<file path="config.mk">
export PLATFORM = sky130hd
export DESIGN_NAME = pcm_mem_arbiter
export DESIGN_NICKNAME = d
export VERILOG_FILES = /design/src/rtl/pcm_arb_pkg.sv /design/src/rtl/pcm_rr_arbiter.sv /design/src/rtl/pcm_mem_arbiter.sv
export SDC_FILE = /design/constraint.sdc
export NUM_CORES = 1
export LEC_CHECK = 0
export CAP_MARGIN = 40
export CORE_MARGIN = 1
export CORE_UTILIZATION = 35
export DETAILED_ROUTE_END_ITERATION = 8
export GPL_ROUTABILITY_DRIVEN = 0
export PLACE_DENSITY = 0.8
export SETUP_SLACK_MARGIN = 0.5
export SYNTH_ARGS = -nofsm -noshare
export SYNTH_HDL_FRONTEND = slang
export SYNTH_SLANG_ARGS = --single-unit
export TNS_END_PERCENT = 5
</file>
<file path="constraint.sdc">
create_clock -name clk -period 2.2 [get_ports clk]
set_input_delay 0.44 -clock clk [delete_from_list [all_inputs] [get_ports clk]]
set_output_delay 0.44 -clock clk [all_outputs]
set_load 0.01 [all_outputs]
</file>
<file path="src/rtl/pcm_arb_pkg.sv">
// Shared types and constants for the PCM memory arbiter.
// Build option PCM_ARB_FIXED_PRIO_EN selects fixed priority in pcm_rr_arbiter.
package pcm_arb_pkg;

  localparam int NUM_PORTS  = 4;
  localparam int CPU_ADDR_W = 20;

  typedef logic [1:0] grant_idx_t;

  typedef enum logic [1:0] {
    IDLE    = 2'd0,
    ISSUE   = 2'd1,
    WAIT_RD = 2'd2,
    DONE    = 2'd3
  } arb_state_t;

  function automatic logic [NUM_PORTS-1:0] grant_onehot(input grant_idx_t idx);
    grant_onehot = {{(NUM_PORTS-1){1'b0}}, 1'b1} << idx;
  endfunction

endpackage

</file>
<file path="src/rtl/pcm_rr_arbiter.sv">
// Winner select for the four CPU ports: round-robin from a pointer by default,
// or fixed priority (port 0 highest) when PCM_ARB_FIXED_PRIO_EN is defined.
module pcm_rr_arbiter
  import pcm_arb_pkg::*;
(
  input  logic                 clk,
  input  logic                 reset,
  input  logic [NUM_PORTS-1:0] req,
  input  logic                 grant_en,
  output logic                 any_req,
  output grant_idx_t           winner
);

  assign any_req = |req;

`ifdef PCM_ARB_FIXED_PRIO_EN

  logic unused_ctrl_s;
  assign unused_ctrl_s = clk ^ reset ^ grant_en;

  // Scan from lowest priority upward so the lowest set index wins last
  always_comb begin
    winner = 2'd0;
    for (int i = NUM_PORTS-1; i >= 0; i--) begin
      winner = req[i] ? grant_idx_t'(i) : winner;
    end
  end

`else

  grant_idx_t ptr_r;

  // Scan backwards from pointer+3 so the first set bit at/after the pointer wins
  always_comb begin
    winner = 2'd0;
    for (int i = NUM_PORTS-1; i >= 0; i--) begin
      winner = req[ptr_r + 2'(i)] ? grant_idx_t'(ptr_r + 2'(i)) : winner;
    end
  end

  // Pointer moves one past the winner on every grant
  always_ff @(posedge clk) begin
    if (reset) begin
      ptr_r <= 2'd0;
    end else if (grant_en) begin
      ptr_r <= winner + 2'd1;
    end else begin
      ptr_r <= ptr_r;
    end
  end

`endif

endmodule

</file>
<file path="src/rtl/pcm_mem_arbiter.sv">
// Four-port arbiter/sequencer in front of the PCM on-chip RAM slave port.
// Build option PCM_ARB_FIXED_PRIO_EN switches the arbiter to fixed priority.
module pcm_mem_arbiter
  import pcm_arb_pkg::*;
#(
  parameter int ADDR_W   = 11,
  parameter int DATA_W   = 16,
  parameter int READ_LAT = 2
)
(
  input  logic                                  clk,
  input  logic                                  reset,
  input  logic [NUM_PORTS-1:0]                  cpu_valid,
  input  logic [NUM_PORTS-1:0]                  cpu_write,
  input  logic [NUM_PORTS-1:0][CPU_ADDR_W-1:0]  cpu_addr,
  input  logic [NUM_PORTS-1:0][DATA_W-1:0]      cpu_wdata,
  output logic [NUM_PORTS-1:0]                  cpu_done,
  output logic [DATA_W-1:0]                     cpu_rdata,
  output logic [ADDR_W-1:0]                     mem_address,
  output logic                                  mem_chipselect,
  output logic                                  mem_clken,
  output logic                                  mem_write,
  output logic [DATA_W-1:0]                     mem_writedata,
  output logic [1:0]                            mem_byteenable,
  input  logic [DATA_W-1:0]                     mem_readdata
);

  localparam logic [2:0] LAT_INIT = 3'(READ_LAT);

  arb_state_t state_r;
  arb_state_t state_nxt_s;
  grant_idx_t grant_r;
  grant_idx_t winner_s;
  logic       write_r;
  logic [2:0] cnt_r;
  logic       any_req_s;
  logic       grant_en_s;
  logic       unused_addr_hi_s;

  assign mem_chipselect = 1'b1;
  assign mem_clken      = 1'b1;
  assign mem_byteenable = 2'b11;

  assign grant_en_s = (state_r == IDLE) && any_req_s;

  pcm_rr_arbiter u_arb (
    .clk      (clk),
    .reset    (reset),
    .req      (cpu_valid),
    .grant_en (grant_en_s),
    .any_req  (any_req_s),
    .winner   (winner_s)
  );

  // Address bits above the RAM window are deliberately dropped
  always_comb begin
    unused_addr_hi_s = 1'b0;
    for (int p = 0; p < NUM_PORTS; p++) begin
      unused_addr_hi_s = unused_addr_hi_s ^ (^cpu_addr[p][CPU_ADDR_W-1:ADDR_W]);
    end
  end

  // Next-state logic
  always_comb begin
    state_nxt_s = state_r;
    case (state_r)
      IDLE:    state_nxt_s = any_req_s ? ISSUE : IDLE;
      ISSUE:   state_nxt_s = write_r ? DONE : WAIT_RD;
      WAIT_RD: state_nxt_s = (cnt_r == 3'd1) ? DONE : WAIT_RD;
      DONE:    state_nxt_s = IDLE;
      default: state_nxt_s = IDLE;
    endcase
  end

  // State register
  always_ff @(posedge clk) begin
    if (reset) begin
      state_r <= IDLE;
    end else begin
      state_r <= state_nxt_s;
    end
  end

  // Command latch, RAM drive and completion; mem_* are loaded at grant so they are valid in ISSUE
  always_ff @(posedge clk) begin
    if (reset) begin
      grant_r       <= 2'd0;
      write_r       <= 1'b0;
      cnt_r         <= 3'd0;
      mem_address   <= {ADDR_W{1'b0}};
      mem_write     <= 1'b0;
      mem_writedata <= {DATA_W{1'b0}};
      cpu_done      <= {NUM_PORTS{1'b0}};
      cpu_rdata     <= {DATA_W{1'b0}};
    end else begin
      mem_write <= 1'b0;
      cpu_done  <= (state_nxt_s == DONE) ? grant_onehot(grant_r) : {NUM_PORTS{1'b0}};
      case (state_r)
        IDLE: begin
          if (any_req_s) begin
            grant_r       <= winner_s;
            write_r       <= cpu_write[winner_s];
            mem_address   <= cpu_addr[winner_s][ADDR_W-1:0];
            mem_writedata <= cpu_wdata[winner_s];
            mem_write     <= cpu_write[winner_s];
          end else begin
            grant_r <= grant_r;
          end
        end
        ISSUE: begin
          cnt_r <= LAT_INIT;
        end
        WAIT_RD: begin
          cnt_r <= cnt_r - 3'd1;
          if (cnt_r == 3'd1) begin
            cpu_rdata <= mem_readdata;
          end else begin
            cpu_rdata <= cpu_rdata;
          end
        end
        DONE: begin
          cnt_r <= 3'd0;
        end
        default: begin
          cnt_r <= 3'd0;
        end
      endcase
    end
  end

endmodule

</file>
==> results of run 1 <==
[routing by layer]
metal / track usage, % / vias up / routed length [um] / part of all wire, %
li1: - / 1740 / - / -
met1: 25.0 / 1681 / 4420 / 40
met2: 41.0 / 151 / 5460 / 50
met3: 6.73 / 10 / 908 / 8.3
met4: 7.35 / 0 / 119 / 1.1
met5: 0 / - / 0 / 0
[logic make-up (layout without fill, tap and decap cells)]
family | Yosys count | in the layout | synth area share [%]
other | 1 | 4 | 0.120
flip-flops | 58 | 58 | 37.2
AO/OA/AOI/OAI | 120 | 120 | 26.5
buffers and inverters | 38 | 242 | 6.18
adder cells (fa/ha/maj) | 7 | 7 | 2.81
AND/OR/NAND/NOR | 126 | 126 | 17.9
XOR/XNOR | 1 | 1 | 0.281
multiplexers | 28 | 28 | 8.99
[layout make-up]
cell class	count	area, um^2
Sequential cell	58	1160
Multi-Input combinational cell	286	1840
Tap cell	108	135
Inverter	7	26.3
Timing Repair Buffer	219	2220
Clock buffer	10	138
Fill cell	726	3110
Clock inverter	6	42.5
[report_power, final]
part,internal [W],leakage [nW],total [W],switching [W]
clock,0.000439,0.0882,0.000893,0.000454
sequential,0.00129,0.475,0.00143,0.000143
combinational,0.00121,1.55,0.00225,0.00103
[worst max-delay path: cells and delay by family]
family,cells,cell delay (ns)
AO/OA/AOI/OAI,2,0.32
AND/OR/NAND/NOR,1,0.63
multiplexers,1,0.17
buffers and inverters,2,0.50
[through the flow]
stage	util [%]	cell area, um^2	power [W]	hold WS, ns
finish	64.2	5570	0.00457	0.457
global route	64.2	5570	0.00483	0.478
CTS	64.1	5560	0.00458	0.457
detailed placement	61.0	5290	0.00360	0.447
global placement	61.0	5290	0.00354	0.444
floorplan	-	3170	0.00252	0.441
[synthesized netlist by cell type, types with 2 or more instances]
cell type	n	share of area (%)
nand2_1	71	8.5
dfxtp_1	58	37
o21ai_0	30	4.8
a21o_1	28	6.7
mux2i_1	28	9.0
nand3_1	28	4.5
a21oi_1	21	3.4
o211ai_1	18	4.3
clkbuf_1	14	1.7
o211ai_2	9	3.6
nor2_1	8	0.96
buf_2	7	1.1
ha_1	7	2.8
inv_1	7	0.84
nor2b_1	7	1.4
buf_4	6	1.4
nor3_1	4	0.64
a211oi_1	3	0.72
buf_6	2	0.72
nor2_2	2	0.40
[cell usage in the layout (no fill, tap or decap), drive strengths merged, types with 2 or more instances in the layout]
cell type	instances
conb	4
a211oi	3
a21oi	21
o21ai	32
nand2	71
ha	7
dlygate4sd2	2
a21o	28
dfxtp	58
mux2i	28
clkbuf	11
nand3	28
clkdlybuf4s50	177
o211ai	27
buf	38
clkinv	4
nor2b	7
nor3	4
inv	7
clkinvlp	2
nor2	10
[path summary, 6_finish.rpt]
path / from / to / slack (ns) / cells after the start
worst max register to register: u_arb.ptr_r[1]$_SDFFE_PP0N_ / mem_writedata[11]$_SDFFE_PP0N_ / 0.39 / 5
worst max-delay path: cpu_valid[0] / mem_writedata[11]$_SDFFE_PP0N_ / 0.38 / 6
worst min-delay path: cpu_rdata[10]$_SDFFE_PP0P_ / cpu_rdata[10]$_SDFFE_PP0P_ / 0.46 / 2
worst min register to register: cpu_rdata[10]$_SDFFE_PP0P_ / cpu_rdata[10]$_SDFFE_PP0P_ / 0.46 / 2
[sequential cells by signal (all words and copies together), names as in the netlist, 2 cells and up]
signal	count
cnt_r	3
cpu_done	4
cpu_rdata	16
grant_r	2
mem_address	11
mem_writedata	16
state_r	2
u_arb.ptr_r	2
[repair_timing]
action,in CTS,in global routing
cloned,2,0
pin swaps,6,4
resized for setup,12,4
buffers inserted,3,0
endpoints found under the setup margin,32,49
==> qor.csv, run 1 <==
stage,metric,value,unit
status,status,finished clean,
route,ant_nets,0,
yosys,ys_warn_count,0,
place,dp_hpwl,8.08,mm
route,vias,3582,
sta,finalHoldViolCount,0,
worst_setup_path,end_kind,register,
cts,cts_buffer_depth,2,
place,io_buffers,181,
finish,layout-drive-gt1-share,13.3,%
worst_setup_path,path_cells,"dlygate4sd2_1, mux2i_1, o22ai_1, or4_4, buf_12, o211ai_1",
yosys,synth_edf_count,0,
floorplanning,start_util,35.9,%
yosys,synth-seq-cells,58,
cts,clock_latency,0.33,ns
worst_setup_path,cp_slowest_cell,or4_4,
sta,fin_crit_sh,82.6,%
run,max_cap_viol_count,0,
cts,cts_tree,built,
power,ir_drop,0.467,mV
sta,setup_viol,0,
worst_setup_path,startpoint_type,input pin,
worst_setup_path,worst-endpoint-arrival,2.06,ns
floorplanning,core,0.00868,mm^2
cts,htreeDepth,3,
global_routing,grtUsageTotal,22.5,%
cts,cts.sink_count,58,
global_routing,antenna_found_initial,0,
floorplanning,fp.dieW,96.4,um
yosys,ys_seq_area_share,37.2,%
finish,final_cells,694,
floorplanning,die_h,96.4,um
route,first_pass_iters,4,
finish,n_antenna_cell,0,
yosys,synth-async-reset-ratio,0,%
finish,nets,758,
global_routing,grt_max_degree,29,
place,pre_cts_slack,-0.114,ns
global_routing,overflow,0,
global_routing,grt_pass1_vias,3421,
place,place_inst,673,
finish,areaGrowthSynthToFinish,78.5,%
sta,fin_crit,1.82,ns
sta,setup_slack,0.382,ns
sta,fmax,0.550,GHz
worst_setup_path,cp_max_fo,8,
route,vias_per_cell,5.16,
yosys,ys_types,41,
sta,slew_viol_final,0,
global_routing,grt_pass1_wl,15.9,mm
power,power_density,821,mW/mm^2
yosys,netlist_instances,379,
worst_setup_path,critPathRequiredTime,2.45,ns
cts,clk_pin_slew_worst_paths,0.07,ns
cts,clockRootBuffer,clkbuf_8,
route,post_drt_wl_per_cell,15.7,um
cts,holdBufCountCts,0,
worst_setup_path,cp_slowest_stage_delay,0.63,ns
sta,rsz0062_at_grt,true,
floorplanning,ioPinCount,222,
sta,clock_skew,0.0138,ns
yosys,syn-cell-area,0.00312,mm^2
yosys,synth_flop_cell,dfxtp_1,
floorplanning,rows,34,
route,routed_wl,10.9,mm
worst_hold_path,hp-class,reg2reg,
yosys,synth_area_per_cell,8.23,um^2
worst_setup_path,worstSetupPathType,in2reg,
cts,numCtsBuffers,9,
power,leakage,2.12,nW
floorplanning,fp.dieArea,0.00929,mm^2
sta,fin_setup_tns,0,ns
route,drc,0,
route,drt_iter0_markers,95,
Note: power is estimated with default switching activity, not from simulation.
==> run 2: changes to the inputs <==
Clock period 2.2 ns to 1.7 ns, I/O delays scaled along.
==> qor.csv, run 2 (synthesized netlist as in run 1, its figures left out) <==
stage,metric,value,unit,change
status,status,"complete, but fails checks",,
status,violations,negative setup slack,,
floorplanning,rows,34,,unchanged
finish,regArea,0.00119,mm^2,+1.9%
place,pre_cts_slack,-0.526,ns,-0.412 ns
route,ant_nets,0,,unchanged
floorplanning,die_h,96.4,um,unchanged
sta,rsz0062_at_grt,true,,
sta,fin_crit,1.72,ns,
place,place_inst,672,,-0.15%
route,routed_wl,10.9,mm,-0.54%
global_routing,grt_max_degree,29,,unchanged
finish,final_cell_mix,"clkdlybuf4s50_1 (129), nand2_1 (71), dfxtp_1 (39)",,
floorplanning,start_util,35.9,%,unchanged
worst_setup_path,crit_family,simple AND/OR/NAND/NOR gates,,
sta,worst_hold_slack,0.451,ns,-0.00554 ns
cts,cts_tree,built,,
cts,clockRootBuffer,clkbuf_8,,
sta,finalHoldViolCount,0,,unchanged
worst_setup_path,end_kind,register,,
finish,final_common_cell,clkdlybuf4s50_1,,
worst_setup_path,critPathRequiredTime,1.96,ns,-0.49 ns
worst_setup_path,cp_slowest_stage_delay,0.59,ns,-0.04 ns
worst_setup_path,cp_max_fo,9,,+1
cts,htreeDepth,3,,unchanged
finish,top_regs,"cpu_rdata x16, mem_writedata x16, mem_address x11",,
worst_setup_path,path_cells,"mux2i_1, o22ai_1, or4_4, buf_12, o211ai_1",,
finish,n_antenna_cell,0,,unchanged
place,io_buffers,181,,unchanged
worst_setup_path,startpoint_type,register,,
route,first_pass_iters,4,,unchanged
sta,fmax,0.583,GHz,
route,vias_per_cell,5.16,,about the same
finish,utilization,63.0,%,-1.2 points
finish,multi_input_area,0.00188,mm^2,+1.9%
global_routing,antenna_found_initial,0,,unchanged
global_routing,grt_pass1_vias,3600,,+5.2%
cts,clock_latency,0.34,ns,about the same
cts,cts.sink_count,58,,unchanged
worst_setup_path,crit_buf_inv,1,,-1
floorplanning,core,0.00868,mm^2,unchanged
finish,final_cells,690,,-0.58%
floorplanning,fp.dieArea,0.00929,mm^2,unchanged
worst_setup_path,r2r_slack,-0.02,ns,-0.41 ns
global_routing,grt_pass1_wl,16.4,mm,+2.9%
global_routing,overflow,0,,unchanged
route,drt_iter0_markers,107,,+13%
run,max_cap_viol_count,0,,unchanged
global_routing,grtUsageTotal,23.2,%,+0.62 points
route,post_drt_wl_per_cell,15.7,um,about the same
power,ir_drop,0.495,mV,+6.0%
place,dp_hpwl,7.93,mm,-1.9%
worst_hold_path,hp-class,reg2reg,,
route,vias,3559,,-0.64%
sta,slew_viol_final,0,,unchanged
power,leakage,2.21,nW,+4.6%
finish,nets,754,,-0.53%
sta,fin_crit_sh,101,%,
floorplanning,fp.dieW,96.4,um,unchanged
cts,clk_pin_slew_worst_paths,0.07,ns,about the same
finish,layout-drive-gt1-share,24.9,%,+12 points
worst_setup_path,worst-endpoint-arrival,1.97,ns,-0.09 ns
worst_setup_path,cp_slowest_cell,or4_4,,
sta,setup_slack,-0.0164,ns,-0.399 ns
cts,holdBufCountCts,0,,unchanged
cts,numCtsBuffers,9,,unchanged
cts,cts_buffer_depth,2,,unchanged
worst_setup_path,worstSetupPathType,reg2reg,,
finish,areaGrowthSynthToFinish,75.2,%,
sta,setup_viol,6,,+6
floorplanning,ioPinCount,222,,unchanged
finish,fillerInstances,731,,+0.69%
power,power_density,1110,mW/mm^2,+35%
sta,clock_skew,0.00834,ns,-0.00541 ns
route,drc,0,,unchanged
[run 2: stage by stage]
stage / setup TNS [ns] / power (W) / cell area, um^2
after floorplan: 0 / 0.00324 / 3150
after global placement: -15.01 / 0.00456 / 5270
after detailed placement: -16.46 / 0.00463 / 5270
after CTS: -0.243 / 0.00603 / 5440
after global routing: -1.95 / 0.00639 / 5470
final: -0.0578 / 0.00605 / 5470
[run 2: path summary, 6_finish.rpt]
kind	from	endpoint	cells after the start
setup / recovery	u_arb.ptr_r[1]$_SDFFE_PP0N_	mem_writedata[8]$_SDFFE_PP0N_	5
hold / removal	cpu_rdata[2]$_SDFFE_PP0P_	cpu_rdata[2]$_SDFFE_PP0P_	2
setup reg to reg	u_arb.ptr_r[1]$_SDFFE_PP0N_	mem_writedata[8]$_SDFFE_PP0N_	5
hold reg to reg	cpu_rdata[2]$_SDFFE_PP0P_	cpu_rdata[2]$_SDFFE_PP0P_	2
[run 2: report_power, final]
part / total, W / switching, W / internal, W / leakage (nW)
registers: 0.00187 / 0.000190 / 0.00168 / 0.483
clock network: 0.00142 / 0.000599 / 0.000821 / 0.105
logic: 0.00277 / 0.00134 / 0.00143 / 1.62
[run 2: metal layers]
metal  part of all wire [%]  track usage (%)
met5                      0                0
met4                    2.7             11.6
met3                    7.7             4.93
met2                     50             42.5
met1                     39             25.0
[run 2: worst min-delay path: cells and delay by family (launching register included)]
| kind | cells | cell delay, ns |
|---|---|---|
| AO/OA/AOI/OAI | 1 | 0.05 |
| AND/OR/NAND/NOR | 1 | 0.05 |
| flip-flops | 1 | 0.31 |
[run 2: what timing repair did]
action	CTS	global route
endpoints found under the setup margin	105	72
cloned	1	0
setup buffers	1	0
resized for setup	229	7
pin swaps	18	8
[run 2: cell type report]
| cell class | instances | share of cell area, % |
|---|---|---|
| clock buffer | 9 | 2.27 |
| clock inverter | 7 | 1.72 |
| inverter | 7 | 0.481 |
| multi-input combinational | 286 | 34.3 |
| sequential | 58 | 21.7 |
| tap | 108 | 2.47 |
| timing repair buffer | 215 | 37.0 |
==> run 3: changes to the inputs <==
Settings changed: CORE_MARGIN 1 to unset.
==> results of run 3 <==
No change in the layout: final DEF, timing and power equal those of run 2.
